--- src/rtl/spmd_finish_monitor.sv ---
// spmd_finish_monitor
//   End-of-simulation monitor placed downstream of the SPMD loader/io complex.
//   Counts finish packets, reacts to fail packets, pairs kernel start/end
//   print-stat tags into cycle counts, and runs an inactivity watchdog. The
//   final verdict (pass/fail/timeout) is registered and sticky until reset.
//
//   Optional build macro: SPMD_FINISH_MONITOR_DISPLAY_EN
//     When defined, simulation-only $display messages report each completed
//     kernel and the verdict. When undefined no display code is compiled.
//
// Ports:
//   clk_i             core clock
//   reset_n_i         asynchronous active-low reset
//   enable_i          monitoring enable; low while in RUN freezes everything
//   print_stat_v_i    print-stat tag strobe
//   print_stat_tag_i  tag: [top:top-1] kind (0 start, 1 end, 2/3 generic), low bits id
//   finish_v_i        one finish packet received
//   fail_v_i          fail packet received
//   done_o            verdict reached (sticky)
//   pass_o            verdict is pass
//   timeout_o         verdict is watchdog timeout
//   finish_count_o    finish packets seen (saturating)
//   active_mask_o     kernels started but not yet ended
//   kernel_done_v_o   one-cycle pulse on a matched end tag
//   kernel_id_o       id of the matched kernel
//   kernel_cycles_o   duration of the matched kernel
//   error_o           sticky protocol error
module spmd_finish_monitor #(
  parameter int unsigned data_width_p       = 32,
  parameter int unsigned num_finish_p       = 1,
  parameter int unsigned finish_ctr_width_p = 8,
  parameter int unsigned num_kernel_ids_p   = 16,
  parameter int unsigned cycle_width_p      = 32,
  parameter int unsigned timeout_cycles_p   = 1000000
) (
  input  logic                          clk_i,
  input  logic                          reset_n_i,
  input  logic                          enable_i,
  input  logic                          print_stat_v_i,
  input  logic [data_width_p-1:0]       print_stat_tag_i,
  input  logic                          finish_v_i,
  input  logic                          fail_v_i,
  output logic                          done_o,
  output logic                          pass_o,
  output logic                          timeout_o,
  output logic [finish_ctr_width_p-1:0] finish_count_o,
  output logic [num_kernel_ids_p-1:0]   active_mask_o,
  output logic                          kernel_done_v_o,
  output logic [3:0]                    kernel_id_o,
  output logic [cycle_width_p-1:0]      kernel_cycles_o,
  output logic                          error_o
);

  localparam int unsigned IdW = (num_kernel_ids_p > 1) ? $clog2(num_kernel_ids_p) : 1;
  localparam logic [cycle_width_p-1:0]      WdLast       = cycle_width_p'(timeout_cycles_p - 1);
  localparam logic [finish_ctr_width_p-1:0] FinishTarget = finish_ctr_width_p'(num_finish_p);
  localparam logic [finish_ctr_width_p-1:0] FinishMax    = '1;

  typedef enum logic [2:0] {StIdle, StRun, StPass, StFail, StTimeout} state_e;

  state_e                          state;
  logic [cycle_width_p-1:0]        cycle_cnt;
  logic [cycle_width_p-1:0]        wdog;
  logic [cycle_width_p-1:0]        start_time [num_kernel_ids_p];

  logic [1:0]                      tag_kind;
  logic [IdW-1:0]                  tag_id;
  logic                            tag_start;
  logic                            tag_end;
  logic                            any_event;
  logic [finish_ctr_width_p-1:0]   finish_next;
  logic                            finish_hit;
  logic                            wdog_hit;
  logic                            unused_tag_bits;

  // Ids beyond the tracked range alias onto the low id bits.
  assign unused_tag_bits = ^print_stat_tag_i[data_width_p-3:IdW];

  always_comb begin
    tag_kind    = print_stat_tag_i[data_width_p-1 -: 2];
    tag_id      = print_stat_tag_i[IdW-1:0];
    tag_start   = print_stat_v_i && (tag_kind == 2'd0);
    tag_end     = print_stat_v_i && (tag_kind == 2'd1);
    any_event   = print_stat_v_i || finish_v_i || fail_v_i;
    finish_next = (finish_count_o == FinishMax) ? FinishMax
                                                : finish_count_o + finish_ctr_width_p'(1);
    finish_hit  = finish_v_i && (finish_next == FinishTarget);
    // A zero timeout disables the watchdog entirely.
    wdog_hit    = (timeout_cycles_p != 0) && !any_event && (wdog == WdLast);
  end

  always_ff @(posedge clk_i or negedge reset_n_i) begin
    if (!reset_n_i) begin
      state           <= StIdle;
      done_o          <= 1'b0;
      pass_o          <= 1'b0;
      timeout_o       <= 1'b0;
      finish_count_o  <= '0;
      active_mask_o   <= '0;
      kernel_done_v_o <= 1'b0;
      kernel_id_o     <= '0;
      kernel_cycles_o <= '0;
      error_o         <= 1'b0;
      cycle_cnt       <= '0;
      wdog            <= '0;
      for (int i = 0; i < int'(num_kernel_ids_p); i++) begin
        start_time[i] <= '0;
      end
    end else begin
      kernel_done_v_o <= 1'b0;
      unique case (state)
        StIdle: begin
          if (enable_i) state <= StRun;
        end
        StRun: begin
          if (enable_i) begin
            cycle_cnt <= cycle_cnt + cycle_width_p'(1);
            wdog      <= any_event ? '0 : wdog + cycle_width_p'(1);
            if (finish_v_i) finish_count_o <= finish_next;

            if (tag_start) begin
              // Restarting an active kernel is flagged but the new start wins.
              if (active_mask_o[tag_id]) error_o <= 1'b1;
              active_mask_o[tag_id] <= 1'b1;
              start_time[tag_id]    <= cycle_cnt;
            end

            if (tag_end) begin
              if (active_mask_o[tag_id]) begin
                active_mask_o[tag_id] <= 1'b0;
                kernel_done_v_o       <= 1'b1;
                kernel_id_o           <= 4'(tag_id);
                // Modulo subtraction tolerates one wrap of the cycle counter.
                kernel_cycles_o       <= cycle_cnt - start_time[tag_id];
              end else begin
                error_o <= 1'b1;
              end
            end

            if (fail_v_i) begin
              state  <= StFail;
              done_o <= 1'b1;
            end else if (finish_hit) begin
              state  <= StPass;
              done_o <= 1'b1;
              pass_o <= 1'b1;
            end else if (wdog_hit) begin
              state     <= StTimeout;
              done_o    <= 1'b1;
              timeout_o <= 1'b1;
            end
          end
        end
        default: ;  // terminal verdict states hold until reset
      endcase
    end
  end

`ifdef SPMD_FINISH_MONITOR_DISPLAY_EN
  logic done_prev;

  always_ff @(posedge clk_i or negedge reset_n_i) begin
    if (!reset_n_i) done_prev <= 1'b0;
    else            done_prev <= done_o;
  end

  always @(posedge clk_i) begin
    if (kernel_done_v_o) begin
      $display("[INFO][FINISH-MONITOR] kernel %0d cycles %0d", kernel_id_o, kernel_cycles_o);
    end
    if (done_o && !done_prev) begin
      $display("[INFO][FINISH-MONITOR] %s at cycle %0d finish count %0d",
               pass_o ? "PASS" : (timeout_o ? "TIMEOUT" : "FAIL"), cycle_cnt, finish_count_o);
    end
  end
`else
  // Display messages disabled; behaviour is identical.
`endif

endmodule

--- config.mk ---
export PLATFORM = sky130hd
export DESIGN_NAME = spmd_finish_monitor
export DESIGN_NICKNAME = d
export VERILOG_FILES = /design/src/rtl/spmd_finish_monitor.sv
export SDC_FILE = /design/constraint.sdc
export NUM_CORES = 1
export LEC_CHECK = 0
export CORE_MARGIN = 5
export CORE_UTILIZATION = 58
export CTS_BUF_LIST = sky130_fd_sc_hd__clkbuf_2
export CTS_CLUSTER_SIZE = 25
export DETAILED_ROUTE_END_ITERATION = 8
export GPL_ROUTABILITY_DRIVEN = 0
export GPL_TIMING_DRIVEN = 1
export HOLD_SLACK_MARGIN = 0.02
export PLACE_DENSITY_LB_ADDON = 0.08
export RECOVER_POWER = 100
export SYNTH_ARGS = -nofsm -noshare
export SYNTH_HDL_FRONTEND = slang
export SYNTH_SLANG_ARGS = --single-unit
export TNS_END_PERCENT = 10
--- constraint.sdc ---
create_clock -name clk_i -period 3.51 [get_ports clk_i]
set_clock_uncertainty 0.2 [all_clocks]
set_input_delay 0.702 -clock clk_i [delete_from_list [all_inputs] [get_ports clk_i]]
set_output_delay 0.702 -clock clk_i [all_outputs]
set_load 0.01 [all_outputs]
==> out/results.ini, run 1 <==
[power_and_ir_drop]
ir_drop_mv=0.2799
switching_share_pct=29.72
p_comb_share_pct=17.0
powerDensity_nw_per_um2=450.2
leakage_nw=17.48
pwr-share-clk_pct=33.2
p_int_mw=11.18
p_seq_share_pct=49.8
p_switching_mw=4.725

[die]
start_util_pct=58.31
die_w_um=239.6
die_height_um=239.6
rows=84
ioPinCount=103
die_area_um2=57420
core_um2=52450

[clock_network]
cts_htree_levels=4
clk_pin_slew_ns=0.12
ctsLongestPathBuffers=3
cts.sinks=644
cts_buffers=167
clock_latency_ns=1.39
cts_tree=yes
cts-root-buf=clkbuf_2

[synthesis]
synth.cell_area_um2=30580
syn_inst=2257
ys_types=67
ys.flop_type=dfrtp_1
ys_ff_latch=644
syn_avg_cell_area_um2=13.55
syn_nets=2332
synthArstFlopShare_pct=100.0
ys_warn_count=0
synth_edf_count=0
synth-seq-area-share_pct=52.69

[cells_and_area]
nFillCells=3883
fin_area_um2=35320
fin_util_pct=67.35
final_layout_size_suffix_gt1_share_pct=43.47
final_nets=2661
syn2layout_area_growth_pct=15.50

[placed_design]
io_buffers=76
dp_hpwl_um=48350
dpl_cell_area_um2=33850

[critical_path]
crit_required_ns=4.62
worstPathCellList=mux4_2, mux4_2, ha_2, nand2b_4, a21oi_4, nor3_2, o311a_1, o31a_1, buf_6, or4_4, nand3_2
cpMostUsedCell=mux4_2
crit_type=reg2reg
slowest_delay_ns=0.49
startpoint_type=flip-flop
cp_slowest_cell=mux4_2
path_max_fanout=5
critPathArrivalTime_ns=4.69
ff2ff_setup_slack_ns=-0.07
ff2ff_path_depth=11
end_kind=flip-flop
rr_startpoint=start_time[0]
r2r-end=kernel_cycles_o[25]

[timing]
period_share_pct=101.9
slew_violations=18
slew_headroom_pct=-7.165
tightest_slew_ns=1.607
holdWs_ns=0.2619
rsz0062_at_grt=yes
fmax_ghz=0.2795
final-setup-viol-count=11
fin_setup_tns_ns=-0.2509
finalCriticalPeriod_ns=3.578
hold_viol=0
setup_slack_ns=-0.06759

[route]
drc_errors=0
vias=20253
drt_pre_antenna_iters=5
finalWirelength_um=78080
drtIter0Drc=1399
postRouteAntennaNets=0
via_per_inst=5.957
wire_per_inst_um=22.96

[run]
cap_violations=1

[global_routing]
grtUsageTotal_pct=28.11
grt_pass1_wl_um=123800
grt_overflow=0
grt_pass1_vias=21757
grt_max_degree=94
antenna_found_initial=2

[run_status]
violations=capacitance limit, slew limit, setup timing
status=finished with violations

[hold_path]
hold_depth=1
min-delay-path-class=reg2reg
worstHoldStart=timeout_o
min_to=timeout_o

through the flow:
| stage | setup slack (ns) | std cells | total power, mW |
|---|---|---|---|
| finish | -0.06759 | 3400 | 15.90 |
| global route | -0.1708 | 3400 | 16.72 |
| CTS | -0.06210 | 3386 | 16.05 |
| detailed placement | -0.8931 | 3084 | 10.70 |
| global placement | -0.8341 | 3084 | 10.64 |
| floorplan | -0.5165 | 2257 | 9.272 |
cell usage after synthesis (5+ instances only):
cell / count / share of area (%)
nand2_1: 140 / 1.7
nor2_1: 82 / 1.0
buf_2: 45 / 0.74
mux4_2: 163 / 12
o211ai_1: 7 / 0.17
a31oi_1: 6 / 0.12
and3_1: 22 / 0.45
dfrtp_1: 644 / 53
nor2b_1: 6 / 0.12
mux2_2: 472 / 17
ha_1: 36 / 1.5
nand2_4: 5 / 0.18
o21ai_0: 96 / 1.6
o22ai_1: 5 / 0.10
nand2b_1: 7 / 0.14
nand3_1: 43 / 0.70
o21bai_1: 5 / 0.12
mux2i_1: 9 / 0.29
and2_1: 8 / 0.16
or3_1: 6 / 0.12
nand4_1: 18 / 0.37
o21a_1: 7 / 0.17
a21o_1: 13 / 0.32
xnor2_1: 43 / 1.2
a22oi_1: 17 / 0.42
xor2_1: 34 / 0.97
clkbuf_1: 100 / 1.2
buf_1: 29 / 0.36
inv_1: 57 / 0.70
and4_1: 8 / 0.23
a21oi_1: 45 / 0.74
nand2_2: 11 / 0.23
nor3_1: 8 / 0.13
critical path, delay by kind of cell (launching register included):
family	cells	cell delay, ns
adder cells (fa/ha/maj)	1	0.19
multiplexers	2	0.94
buffers and inverters	1	0.14
flip-flops	1	0.40
AO/OA/AOI/OAI	3	0.92
AND/OR/NAND/NOR	4	0.70
metal layers:
metal,up-vias,track usage (%),share of wire (%)
met1,10585,38.57,43
li1,8966,-,-
met3,149,6.172,5.3
met2,553,44.52,49
met5,-,0,0
met4,0,11.00,2.9
sequential cells by signal (all words and copies together) (netlist names), 3 cells and up:
name,flops
start_time,512
cycle_cnt,32
kernel_cycles_o,32
wdog,32
active_mask_o,16
finish_count_o,8
kernel_id_o,4
state,3
layout by cell type (no fill, tap or decap), types with 9 or more instances in the layout:
| master | n |
|---|---|
| a21o_1 | 13 |
| a21oi_1 | 35 |
| a22oi_1 | 17 |
| and3_1 | 22 |
| buf_12 | 16 |
| buf_4 | 171 |
| clkbuf_1 | 28 |
| clkbuf_2 | 245 |
| clkbuf_4 | 19 |
| clkdlybuf4s50_1 | 9 |
| clkinv_1 | 39 |
| dfrtp_1 | 644 |
| diode_2 | 9 |
| dlygate4sd3_1 | 77 |
| ha_1 | 27 |
| inv_1 | 49 |
| inv_2 | 11 |
| mux2_2 | 472 |
| mux2i_1 | 9 |
| mux4_2 | 163 |
| nand2_1 | 141 |
| nand2_2 | 10 |
| nand3_1 | 42 |
| nand4_1 | 18 |
| nor2_1 | 83 |
| nor3_1 | 9 |
| o21ai_0 | 89 |
| xnor2_1 | 42 |
| xor2_1 | 33 |
worst max path at each step:
stage	from	to	slack, ns
2_1_floorplan	print_stat_tag_i[0]	kernel_cycles_o[25]	-0.52
3_3_place_gp	print_stat_tag_i[0]	kernel_cycles_o[25]	-0.83
5_1_grt	start_time[392]	kernel_cycles_o[25]	-0.17
4_1_cts	start_time[42]	kernel_cycles_o[25]	-0.06
6_report	start_time[0]	kernel_cycles_o[25]	-0.07
3_5_place_dp	print_stat_tag_i[0]	kernel_cycles_o[25]	-0.89
cell families (layout without fill, tap and decap cells):
| kind of cell | Yosys count | in the layout | share of synthesized area, % |
|---|---|---|---|
| other cells | 0 | 9 | 0 |
| buf+inv | 237 | 683 | 3.113 |
| mux | 644 | 644 | 29.68 |
| fa+ha+maj | 37 | 37 | 1.538 |
| simple gates | 390 | 390 | 6.300 |
| xor+xnor | 77 | 77 | 2.205 |
| flops | 644 | 644 | 52.69 |
| compound gates | 228 | 228 | 4.472 |
cell type report:
cell class | count | area (um2) | share of cell area (%)
Tap cell | 688 | 860.8 | 2.437
Timing Repair Buffer | 337 | 2841 | 8.044
Clock buffer | 234 | 1171 | 3.315
Antenna cell | 9 | 22.52 | 0.06376
Clock inverter | 52 | 370.4 | 1.048
Multi-Input combinational cell | 1376 | 13710 | 38.82
Inverter | 60 | 227.7 | 0.6447
Sequential cell | 644 | 16120 | 45.62
power groups by stage:
| stage | combinational [mW] | clock, mW | sequential (mW) |
|---|---|---|---|
| finish | 2.70 | 5.28 | 7.92 |
| global route | 2.91 | 5.86 | 7.95 |
| CTS | 2.68 | 5.45 | 7.93 |
| detailed placement | 2.63 | 0 | 8.07 |
| global placement | 2.58 | 0 | 8.06 |
| floorplan | 1.18 | 0 | 8.09 |
repair_timing:
action | CTS | global route
setup buffers | 0 | 5
setup endpoints to repair | 8 | 20
hold buffers | 16 | 0
pin swaps | 1 | 8
gates resized for setup | 7 | 43
hold endpoints to repair | 695 | 0
(Power assumes the default switching activity.)
==> run 2: changes to the inputs <==
Settings changed: PLACE_DENSITY set to 0.79, PLACE_DENSITY_LB_ADDON 0.08 to unset.
==> out/results.ini, run 2 (same netlist as run 1, synthesis figures left out) <==
[clock_network]
ctsLongestPathBuffers=3  ; unchanged
cts_buffers=161  ; -3.6%
cts_htree_levels=4  ; unchanged
cts-root-buf=clkbuf_2
cts.sinks=644  ; unchanged
clock_latency_ns=1.34  ; -0.05 ns
cts_tree=yes
clk_pin_slew_ns=0.10  ; -0.02 ns

[die]
rows=84  ; unchanged
die_w_um=239.6  ; unchanged
core_um2=52450  ; unchanged
start_util_pct=58.31  ; unchanged
die_area_um2=57420  ; unchanged
ioPinCount=103  ; unchanged
die_height_um=239.6  ; unchanged

[timing]
period_share_pct=100.6  ; -1.3 points
hold_viol=0  ; unchanged
fmax_ghz=0.2832  ; +1.3%
slew_violations=19  ; +1
tightest_slew_ns=2.934  ; +1.327 ns
slew_headroom_pct=-95.61  ; -88 points
final-setup-viol-count=1  ; -10
setup_slack_ns=-0.02154  ; +0.04605 ns
rsz0062_at_grt=yes
finalCriticalPeriod_ns=3.532  ; -0.04605 ns

[critical_path]
worstPathCellList=mux4_2, mux4_2, inv_2, ha_2, a21oi_2, buf_4, o211ai_1, o2111ai_2, o311a_1, o31a_1, or4_1, nand3_1
critPathArrivalTime_ns=4.58  ; -0.11 ns
crit_required_ns=4.56  ; -0.06 ns
cp_top_family=compound AO/OA/AOI/OAI gates
path_max_fanout=5  ; unchanged
slowest_delay_ns=0.48  ; about the same
startpoint_type=flip-flop
crit_buf_inv=2  ; +1
crit_type=reg2reg
end_kind=flip-flop
cpMostUsedCell=mux4_2
cp_slowest_cell=mux4_2
ff2ff_setup_slack_ns=-0.02  ; +0.05 ns

[route]
drt_pre_antenna_iters=5  ; unchanged
wire_per_inst_um=23.31  ; +1.5%
via_per_inst=6.152  ; +3.3%
drc_errors=0  ; unchanged
vias=20725  ; +2.3%
postRouteAntennaNets=0  ; unchanged
drtIter0Drc=1695  ; +21%
finalWirelength_um=78530  ; +0.58%

[power_and_ir_drop]
powerDensity_nw_per_um2=443.3  ; -1.5%
ir_drop_mv=0.2645  ; -5.5%
leakage_nw=17.31  ; -0.98%

[global_routing]
grt_overflow=0  ; unchanged
grtUsageTotal_pct=27.95  ; -0.16 points
grt_pass1_vias=22095  ; +1.6%
grt_max_degree=74  ; -21%
antenna_found_initial=1  ; -1
grt_pass1_wl_um=124100  ; +0.22%

[cells_and_area]
largest_register_ffs=512  ; unchanged
top_register=start_time
fin_cells=3369  ; -0.91%
final_nets=2636  ; -0.94%
syn2layout_area_growth_pct=14.86
final_cell_mix=dfrtp_1 (644), mux2_2 (472), clkbuf_2 (259)
final_common_cell=dfrtp_1
final_layout_size_suffix_gt1_share_pct=43.21  ; -0.26 points
fin_area_um2=35130  ; -0.55%

[placed_design]
dp_worst_setup_slack_ns=-0.9314  ; -0.03826 ns
io_buffers=76  ; unchanged
dp_cells=3065  ; -0.62%
dp_hpwl_um=49930  ; +3.3%
dpl_cell_area_um2=33810  ; -0.11%

[run_status]
status=finished with violations
violations=capacitance limit, slew limit, setup timing

[run]
cap_violations=1  ; unchanged

[hold_path]
min-delay-path-class=reg2reg

==> run 2: changes by cell type in the layout (fill, tap and decap cells not counted), sizes merged, moves of 3 or more <==
cell and change:
bufinv -3, clkdlybuf4s50 +61, clkbuf -3, diode -8, buf -14, dlygate4sd3 -62
==> run 2: worst paths after layout <==
| check | start | end | cells after the start |
|---|---|---|---|
| max in group asynchronous | reset_n_i | kernel_cycles_o[24] | 4 |
| setup reg to reg | start_time[421] | kernel_cycles_o[25] | 12 |
| hold reg to reg | pass_o | pass_o | 1 |
| setup / recovery | start_time[421] | kernel_cycles_o[25] | 12 |
| min in group asynchronous | reset_n_i | start_time[3] | 4 |
| hold / removal | pass_o | pass_o | 1 |
==> run 2: what timing repair did <==
item | 4_1_cts | 5_1_grt
hold buffers | 15 | 0
gates resized for setup | 4 | 35
hold endpoints to repair | 686 | 0
pin swaps | 1 | 17
setup buffers | 0 | 6
endpoints found under the setup margin | 4 | 19
==> run 2: through the flow <==
stage	total power [mW]	setup TNS, ns	util, %	hold WS, ns
3_3_place_gp	10.48	-18.15	64.47	0.2395
2_1_floorplan	9.272	-7.487	-	0.2064
6_report	15.57	-0.02154	66.98	0.2744
4_1_cts	15.61	-0.04546	67.59	0.2238
3_5_place_dp	10.56	-20.20	64.47	0.2546
5_1_grt	16.33	-1.169	66.98	0.2960
==> run 2: metal layers <==
metal  vias up  track usage (%)  part of all wire, %
li1       8905                -                    -
met1     10794            37.19                   41
met2       846            44.86                   49
met3       180            7.139                  7.3
met4         0            10.82                  3.1
met5         -                0                    0
==> run 2: power breakdown <==
part	switching, mW	internal [mW]	total [mW]
logic	1.33	1.24	2.56
registers	0.285	7.69	7.97
clock network	3.03	2.01	5.04
total	4.64	10.9	15.6
==> run 2: layout make-up <==
cell class / count / area, um2
fill: 3624 / 17320
sequential: 644 / 16120
multi-input combinational: 1376 / 13710
timing repair buffer: 318 / 2763
clock buffer: 235 / 1176
tap: 688 / 860.8
clock inverter: 47 / 274.0
inverter: 60 / 227.7
antenna: 1 / 2.502
